### config.mk
export PLATFORM = sky130hd
export DESIGN_NAME = pingpong_merger
export DESIGN_NICKNAME = d
export VERILOG_FILES = /design/src/rtl/pingpong_pkg.sv /design/src/rtl/pingpong_merger_axis_skid_slice.sv /design/src/rtl/pingpong_merger.sv
export SDC_FILE = /design/constraint.sdc
export NUM_CORES = 2
export LEC_CHECK = 0
export ABC_AREA = 0
export BUFFER_PORTS_ARGS = -buffer_cell sky130_fd_sc_hd__buf_2
export CAP_MARGIN = 0
export CORE_AREA = 3 3 693 695
export CTS_CLUSTER_SIZE = 20
export DETAILED_ROUTE_END_ITERATION = 16
export DIE_AREA = 0 0 696 698
export GPL_ROUTABILITY_DRIVEN = 0
export PLACE_DENSITY_LB_ADDON = 0.1
export SETUP_SLACK_MARGIN = 0.4
export SLEW_MARGIN = 20
export SYNTH_ARGS = -nofsm -noshare
export SYNTH_HDL_FRONTEND = slang
export SYNTH_SLANG_ARGS = --single-unit
### constraint.sdc
create_clock -name clk -period 4.8 [get_ports clk]
set_input_delay 0.24 -clock clk [delete_from_list [all_inputs] [get_ports clk]]
set_output_delay 0.24 -clock clk [all_outputs]
set_load 0.01 [all_outputs]
### src/rtl/pingpong_pkg.sv
// Definitions shared by the ping-pong splitter and merger so both sides agree on path numbering.
package pingpong_pkg;

    localparam logic SEL1 = 1'b0;
    localparam logic SEL2 = 1'b1;
    localparam int DEFAULT_DW = 512;

    typedef enum logic {
        ST_SEL1 = SEL1,
        ST_SEL2 = SEL2
    } pp_state_t;

    // A group size of zero would never end a group, so it is promoted to one.
    function automatic logic [31:0] group_limit(input logic [31:0] pp_group);
        return (pp_group == 32'd0) ? 32'd1 : pp_group;
    endfunction

endpackage

### src/rtl/pingpong_merger_axis_skid_slice.sv
// Two-entry registered AXI-Stream slice: an output register plus one skid entry,
// so the upstream ready is a flop and never depends combinationally on m_tready.
module axis_skid_slice #(
    parameter int DW = 512
) (
    input  logic            clk,
    input  logic            resetn,
    input  logic [DW-1:0]   s_tdata,
    input  logic [DW/8-1:0] s_tkeep,
    input  logic            s_tlast,
    input  logic            s_tvalid,
    output logic            s_tready,
    output logic [DW-1:0]   m_tdata,
    output logic [DW/8-1:0] m_tkeep,
    output logic            m_tlast,
    output logic            m_tvalid,
    input  logic            m_tready
);

    logic [DW-1:0]   sk_data;
    logic [DW/8-1:0] sk_keep;
    logic            sk_last;
    logic            sk_valid;
    logic            s_fire;

    assign s_fire = s_tvalid && s_tready;

    // s_tready tracks "skid entry empty" one edge late, and is held low through reset.
    always_ff @(posedge clk) begin
        if (!resetn) begin
            m_tdata  <= '0;
            m_tkeep  <= '0;
            m_tlast  <= 1'b0;
            m_tvalid <= 1'b0;
            sk_data  <= '0;
            sk_keep  <= '0;
            sk_last  <= 1'b0;
            sk_valid <= 1'b0;
            s_tready <= 1'b0;
        end else if (!m_tvalid || m_tready) begin
            if (sk_valid) begin
                m_tdata  <= sk_data;
                m_tkeep  <= sk_keep;
                m_tlast  <= sk_last;
                m_tvalid <= 1'b1;
                sk_valid <= 1'b0;
            end else begin
                m_tvalid <= s_fire;
                if (s_fire) begin
                    m_tdata <= s_tdata;
                    m_tkeep <= s_tkeep;
                    m_tlast <= s_tlast;
                end
            end
            s_tready <= 1'b1;
        end else if (s_fire) begin
            sk_data  <= s_tdata;
            sk_keep  <= s_tkeep;
            sk_last  <= s_tlast;
            sk_valid <= 1'b1;
            s_tready <= 1'b0;
        end
    end

endmodule

### src/rtl/pingpong_merger.sv
// Re-interleaves the two ping-pong paths: PP_GROUP whole packets from path 1, then from path 2,
// switching only on packet boundaries, through a registered skid slice.
module pingpong_merger
    import pingpong_pkg::*;
#(
    parameter int DW = DEFAULT_DW
) (
    input  logic            clk,
    input  logic            resetn,
    input  logic [31:0]     PP_GROUP,
    input  logic [DW-1:0]   AXIS_IN1_TDATA,
    input  logic [DW/8-1:0] AXIS_IN1_TKEEP,
    input  logic            AXIS_IN1_TLAST,
    input  logic            AXIS_IN1_TVALID,
    output logic            AXIS_IN1_TREADY,
    input  logic [DW-1:0]   AXIS_IN2_TDATA,
    input  logic [DW/8-1:0] AXIS_IN2_TKEEP,
    input  logic            AXIS_IN2_TLAST,
    input  logic            AXIS_IN2_TVALID,
    output logic            AXIS_IN2_TREADY,
    output logic [DW-1:0]   AXIS_OUT_TDATA,
    output logic [DW/8-1:0] AXIS_OUT_TKEEP,
    output logic            AXIS_OUT_TLAST,
    output logic            AXIS_OUT_TVALID,
    input  logic            AXIS_OUT_TREADY,
    output logic            sel,
    output logic [31:0]     pkt_count
);

    pp_state_t       state;
    pp_state_t       state_next;
    logic [31:0]     grp_cnt;
    logic [31:0]     grp_lim;
    logic            slice_in_ready;
    logic            in_valid;
    logic            in_last;
    logic [DW-1:0]   in_data;
    logic [DW/8-1:0] in_keep;
    logic            in_fire;
    logic            last_fire;
    logic            group_end;

    always_comb begin
        in_valid = AXIS_IN1_TVALID;
        in_data  = AXIS_IN1_TDATA;
        in_keep  = AXIS_IN1_TKEEP;
        in_last  = AXIS_IN1_TLAST;
        if (state == ST_SEL2) begin
            in_valid = AXIS_IN2_TVALID;
            in_data  = AXIS_IN2_TDATA;
            in_keep  = AXIS_IN2_TKEEP;
            in_last  = AXIS_IN2_TLAST;
        end
    end

    assign AXIS_IN1_TREADY = (state == ST_SEL1) && slice_in_ready;
    assign AXIS_IN2_TREADY = (state == ST_SEL2) && slice_in_ready;
    assign in_fire         = in_valid && slice_in_ready;
    assign last_fire       = in_fire && in_last;
    assign group_end       = last_fire && (grp_cnt == grp_lim - 32'd1);
    assign sel             = state;

    always_ff @(posedge clk) begin
        if (!resetn) begin
            state <= ST_SEL1;
        end else begin
            state <= state_next;
        end
    end

    always_comb begin
        state_next = state;
        if (group_end) begin
            state_next = (state == ST_SEL1) ? ST_SEL2 : ST_SEL1;
        end
    end

    // grp_lim is reloaded only while in reset and at a group switch, so a PP_GROUP
    // change lands on the next group boundary rather than mid-group.
    always_ff @(posedge clk) begin
        if (!resetn) begin
            grp_cnt   <= 32'd0;
            grp_lim   <= group_limit(PP_GROUP);
            pkt_count <= 32'd0;
        end else if (last_fire) begin
            pkt_count <= pkt_count + 32'd1;
            if (group_end) begin
                grp_cnt <= 32'd0;
                grp_lim <= group_limit(PP_GROUP);
            end else begin
                grp_cnt <= grp_cnt + 32'd1;
            end
        end
    end

    axis_skid_slice #(
        .DW(DW)
    ) u_slice (
        .clk      (clk),
        .resetn   (resetn),
        .s_tdata  (in_data),
        .s_tkeep  (in_keep),
        .s_tlast  (in_last),
        .s_tvalid (in_valid),
        .s_tready (slice_in_ready),
        .m_tdata  (AXIS_OUT_TDATA),
        .m_tkeep  (AXIS_OUT_TKEEP),
        .m_tlast  (AXIS_OUT_TLAST),
        .m_tvalid (AXIS_OUT_TVALID),
        .m_tready (AXIS_OUT_TREADY)
    );

endmodule

After elaboration in Yosys (flattened, before gate mapping)
Cells that the tools add are included. Widths: inputs -> output; s select.

Bits in registers: 1254. Bits in latches: 0. RAM bits: 0. ROM bits: 0. Input bits: 1191. Output and inout port bits: 613. Logic and storage cells: 55. Memories: 0.

Add/sub/neg operators: 3. $mul: 0. Divide/modulo/power cells: 0. Magnitude comparators: 0. Equal/unequal tests: 3. Shift-type cells: 0. Muxes and demuxes: 19. Bitwise operators: 3. Reductions and logical operators: 14.

Operators by type and width (count): $mux 512 (3); $mux 64 (3); $mux 32 (5); $add 32x1->32 const B (2); $eq 32x32->1 (1); $logic_not 32->1 (1); $sub 32x1->32 const B (1); $mux 1 (8); $reduce_and 2->1 (3); $logic_and 1x1->1 (5); $ne 2x1->1 const B (2); $reduce_bool 2->1 (2); $not 1->1 (3); $reduce_or 2->1 (1); $logic_not 1->1 (1); $logic_or 1x1->1 (1).

Logic depth before layout (Yosys ltp)
Depth in word-level cells: 7. Depth in mapped cells: 10. Gate-level depth less buffers: 9.

Cells and area by module
A second synthesis with hierarchy kept.

Cell total of the unflattened synthesis: 6349. Area total of the unflattened synthesis: 61129.9 sq um.

Modules (own cells, without submodules): axis_skid_slice (instances 1, cells each 5142, area each 49117.1 sq um, seq. area each 23162.2 sq um); pingpong_merger (instances 1, cells each 1207, area each 12012.8 sq um, seq. area each 2262.2 sq um).

Worst setup path after synthesis
Ideal clock, no wire load.

Path kind: register to register. Start point: reg grp_lim[8]. End point: reg grp_lim[0], enable pin. Library setup time: 0.336 ns. Arrival: 3.077 ns. Data required time: 4.464 ns. Slack: 1.387 ns. Cell stages (with the launch flop): 8. Buffers on the path: 1. Period minus slack after synthesis: 3.413 ns. Path through: edfxtp_1 or4_4 or4_4 or2_4 o31ai_4 o2111ai_2 o41ai_4 buf_6.

Cells in the longest elaborated chain, start to end: 5.

RTL lines: from (decl) (RTL line pingpong_merger.sv:33) `logic [31:0] grp_lim;`; from (signal assigned) (RTL line pingpong_merger.sv:83) `grp_lim <= group_limit(PP_GROUP);`; from (signal assigned) (RTL line pingpong_merger.sv:89) `grp_lim <= group_limit(PP_GROUP);`; $sub 32x1->32 (RTL line pingpong_merger.sv:60) `assign group_end = last_fire && (grp_cnt == grp_lim - 32'd1);`; $eq 32x32->1 (RTL line pingpong_merger.sv:60); $logic_and 1x1->1 (RTL line pingpong_merger.sv:60); $ne 2x1->1 (no source line); $reduce_and 2->1 (no source line).

No other way between the ends. A chain may end at the register's enable or synchronous reset.

Final worst setup path
Start point: reg grp_lim[0]. End point: reg grp_lim[17], enable pin.

The elaborated chain is that of the path after synthesis.

==> impl_metrics.json <==
{
  "initial_core_util_pct": 12.3,
  "syn_nets": 8147,
  "report.final.setup_viol": 0,
  "endpoint_kind": "register",
  "syn_area_per_cell_sq_um": 8.39,
  "die-area_sq_mm": 0.486,
  "cp.required_ns": 5.29,
  "status": "finished, final reports clean",
  "intPower_mw": 20.4,
  "tightest_slew_ns": 1.10,
  "synthArstFlopShare_pct": 0,
  "drtIter0Drc": 3122,
  "powerDensity_mw_per_mm2": 309,
  "hpwl_um": 288000,
  "rsz0062_at_grt": "false",
  "path_clk_slew_ns": 0.06,
  "core-area_sq_mm": 0.475,
  "post-route-period-util_pct": 85.1,
  "ctsResizeCount": 0,
  "area_growth_pct": 58.2,
  "layout-drive-gt1-share_pct": 23.0,
  "nets": 10900,
  "clk_path_buf_depth": 4,
  "seqPwrFrac_pct": 38.9,
  "switching_share_pct": 28.5,
  "fin_crit_ns": 4.08,
  "setup.worst_path.start": "grp_lim[0]",
  "slew_violations": 0,
  "grt_pass1_wl_um": 517000,
  "power_mw": 28.5,
  "final_core_util_pct": 19.4,
  "dp.cells": 14500,
  "layout_commonest_cell": "nand2_1",
  "crit_chain": "inv_1, ha_1, or4b_1, nor4_1, and3_1, mux2i_1, nand2_1, o41ai_4, buf_4",
  "grt_pass1_vias": 61300,
  "final-hold-violation-count": 0,
  "netSwitchingPower_mw": 8.12,
  "io_buffers": 1803,
  "min_from": "AXIS_IN2_TDATA[366]",
  "vias_per_cell": 3.81,
  "synth_edf_count": 32,
  "place_ws_ns": 0.773,
  "finalWirelength_um": 383000,
  "drtPass1Iterations": 6,
  "final_cell_mix": "nand2_1, buf_2, dfxtp_1, dlygate4sd3_1, a21boi_0",
  "skew_ns": 0.0759,
  "reg2reg_from": "grp_lim[0]",
  "wl_per_cell_um": 23.8,
  "grt.overflow.total": 0,
  "critPathLaunchType": "register",
  "synthDistinctLibCells": 66,
  "timing.slew.headroom_pct": 25.6,
  "p_leak_nw": 41.0,
  "synth_area_sq_mm": 0.0583,
  "die_w_um": 696,
  "cts_tree": "yes",
  "path_class": "reg2reg",
  "dieHeight_um": 698,
  "grt_usage_pct": 15.1,
  "ys_ff_latch": 1254,
  "max_freq_ghz": 0.245,
  "crit_fanout": 30,
  "post-route-drc-count": 0,
  "vdd_drop_max_uv": 255,
  "crit_path_top_delay_cell": "nor4_1",
  "rows": 253,
  "synth_seq_area_share_pct": 43.6,
  "maxCapViolCount": 0,
  "final_cells": 16100,
  "grt_max_degree": 181,
  "worst_ep_arrival_time_ns": 4.58,
  "setup_ws_ns": 0.715,
  "num-fill-cells": 52900,
  "fin_tns_setup_ns": 0,
  "synth_warnings": 0,
  "cts.sinks": 1254,
  "antenna_found_initial": 63,
  "cts_buffers": 183,
  "p_clk_share_pct": 47.4,
  "ant_nets": 0,
  "slowest_delay_ns": 0.70,
  "syn-instance-count": 6953,
  "worst-path-buf-inv": 2,
  "hold_class": "in2reg",
  "clock_latency_ns": 0.86,
  "rrSetupSlack_ns": 0.72,
  "cp_top_family": "simple AND/OR/NAND/NOR gates",
  "ys.flop_type": "dfxtp_1",
  "htreeDepth": 4,
  "regArea_sq_mm": 0.0254,
  "power_frac_comb_pct": 13.7,
  "multiInputGateArea_sq_mm": 0.0305,
  "root_buffer": "clkbuf_16",
  "ios": 1804,
  "route.vias.total": 61300
}
[layer usage]
metal | vias to the layer above | track usage [%] | share of wire (%)
met5 | - | 0 | 0.011
met4 | 8 | 3.32 | 2.3
met3 | 338 | 4.17 | 7.4
met2 | 1672 | 26.3 | 48
met1 | 30000 | 18.3 | 42
li1 | 29300 | - | -
[what timing repair did]
action	4_1_cts	5_1_grt
setup buffers	0	0
endpoints found under the hold margin	890	0
hold buffers	1210	0
[power groups by stage]
stage                     Combinational [mW]  Sequential (mW)  Clock [mW]
after floorplan                         1.05             11.3           0
after global placement                  3.17             11.3           0
after detailed placement                3.17             11.3           0
after CTS                               4.04             11.1        14.3
after global routing                    4.24             11.1        14.6
final                                   3.90             11.1        13.5
[area by class of cell]
type | instances | share of cell area (%)
repair buffers | 3146 | 24.4
flip-flops and latches | 1254 | 27.6
clock inverters | 47 | 0.574
clock buffers | 272 | 5.74
well taps | 6247 | 8.47
diodes | 30 | 0.0814
inverters | 10 | 0.0407
multi-input cells | 5068 | 33.1
[worst min-delay path: cells and delay by family]
family	cells	cell delay, ns
buf+inv	1	0.10
simple gates	1	0.12
compound gates	2	0.29
mux	1	0.15
[synthesized netlist by cell type, types with 27 or more instances]
master / instances / share of area, %
dfxtp_1: 1222 / 42
xor2_1: 27 / 0.41
a21boi_0: 583 / 7.5
edfxtp_1: 32 / 1.6
nor2_2: 29 / 0.31
mux2i_1: 582 / 10
o21ai_0: 587 / 5.0
buf_1: 34 / 0.22
clkbuf_1: 584 / 3.8
nor2_1: 39 / 0.25
o211a_1: 578 / 9.9
nand2_1: 2344 / 15
and2_1: 31 / 0.33
xnor2_1: 67 / 1.0
[stage by stage]
step | hold WS (ns) | instance area [sq um]
floorplan | 0.407 | 58300
global placement | 0.446 | 74200
detailed placement | 0.444 | 74300
CTS | 0.000177 | 92200
global route | 0.0610 | 92200
finish | 0.0939 | 92300
[cell families after synthesis]
logic type               count (synthesis)  synth area share, %
AO/OA/AOI/OAI                         1787                 23.1
XOR/XNOR                                94                 1.41
adder cells (fa/ha/maj)                  3               0.0644
buffers and inverters                  631                 4.10
flip-flops                            1254                 43.6
multiplexers                           582                 9.99
AND/OR/NAND/NOR                       2602                 17.8
[worst paths after layout]
kind | depth (start not counted) | endpoint
setup / recovery | 9 | grp_lim[17]
hold / removal | 5 | u_slice.m_tdata[366]
setup reg to reg | 9 | grp_lim[17]
hold reg to reg | 2 | u_slice.m_tdata[71]
[registers in the layout (all words and copies together), names as in the netlist]
name	count
u_slice.sk_last	1
u_slice.sk_valid	1
grp_lim	32
grp_cnt	32
sel	1
u_slice.m_tlast	1
pkt_count	32
u_slice.m_tvalid	1
u_slice.m_tdata	512
u_slice.m_tkeep	64
u_slice.sk_data	512
u_slice.s_tready	1
u_slice.sk_keep	64
(Power assumes the default switching activity.)
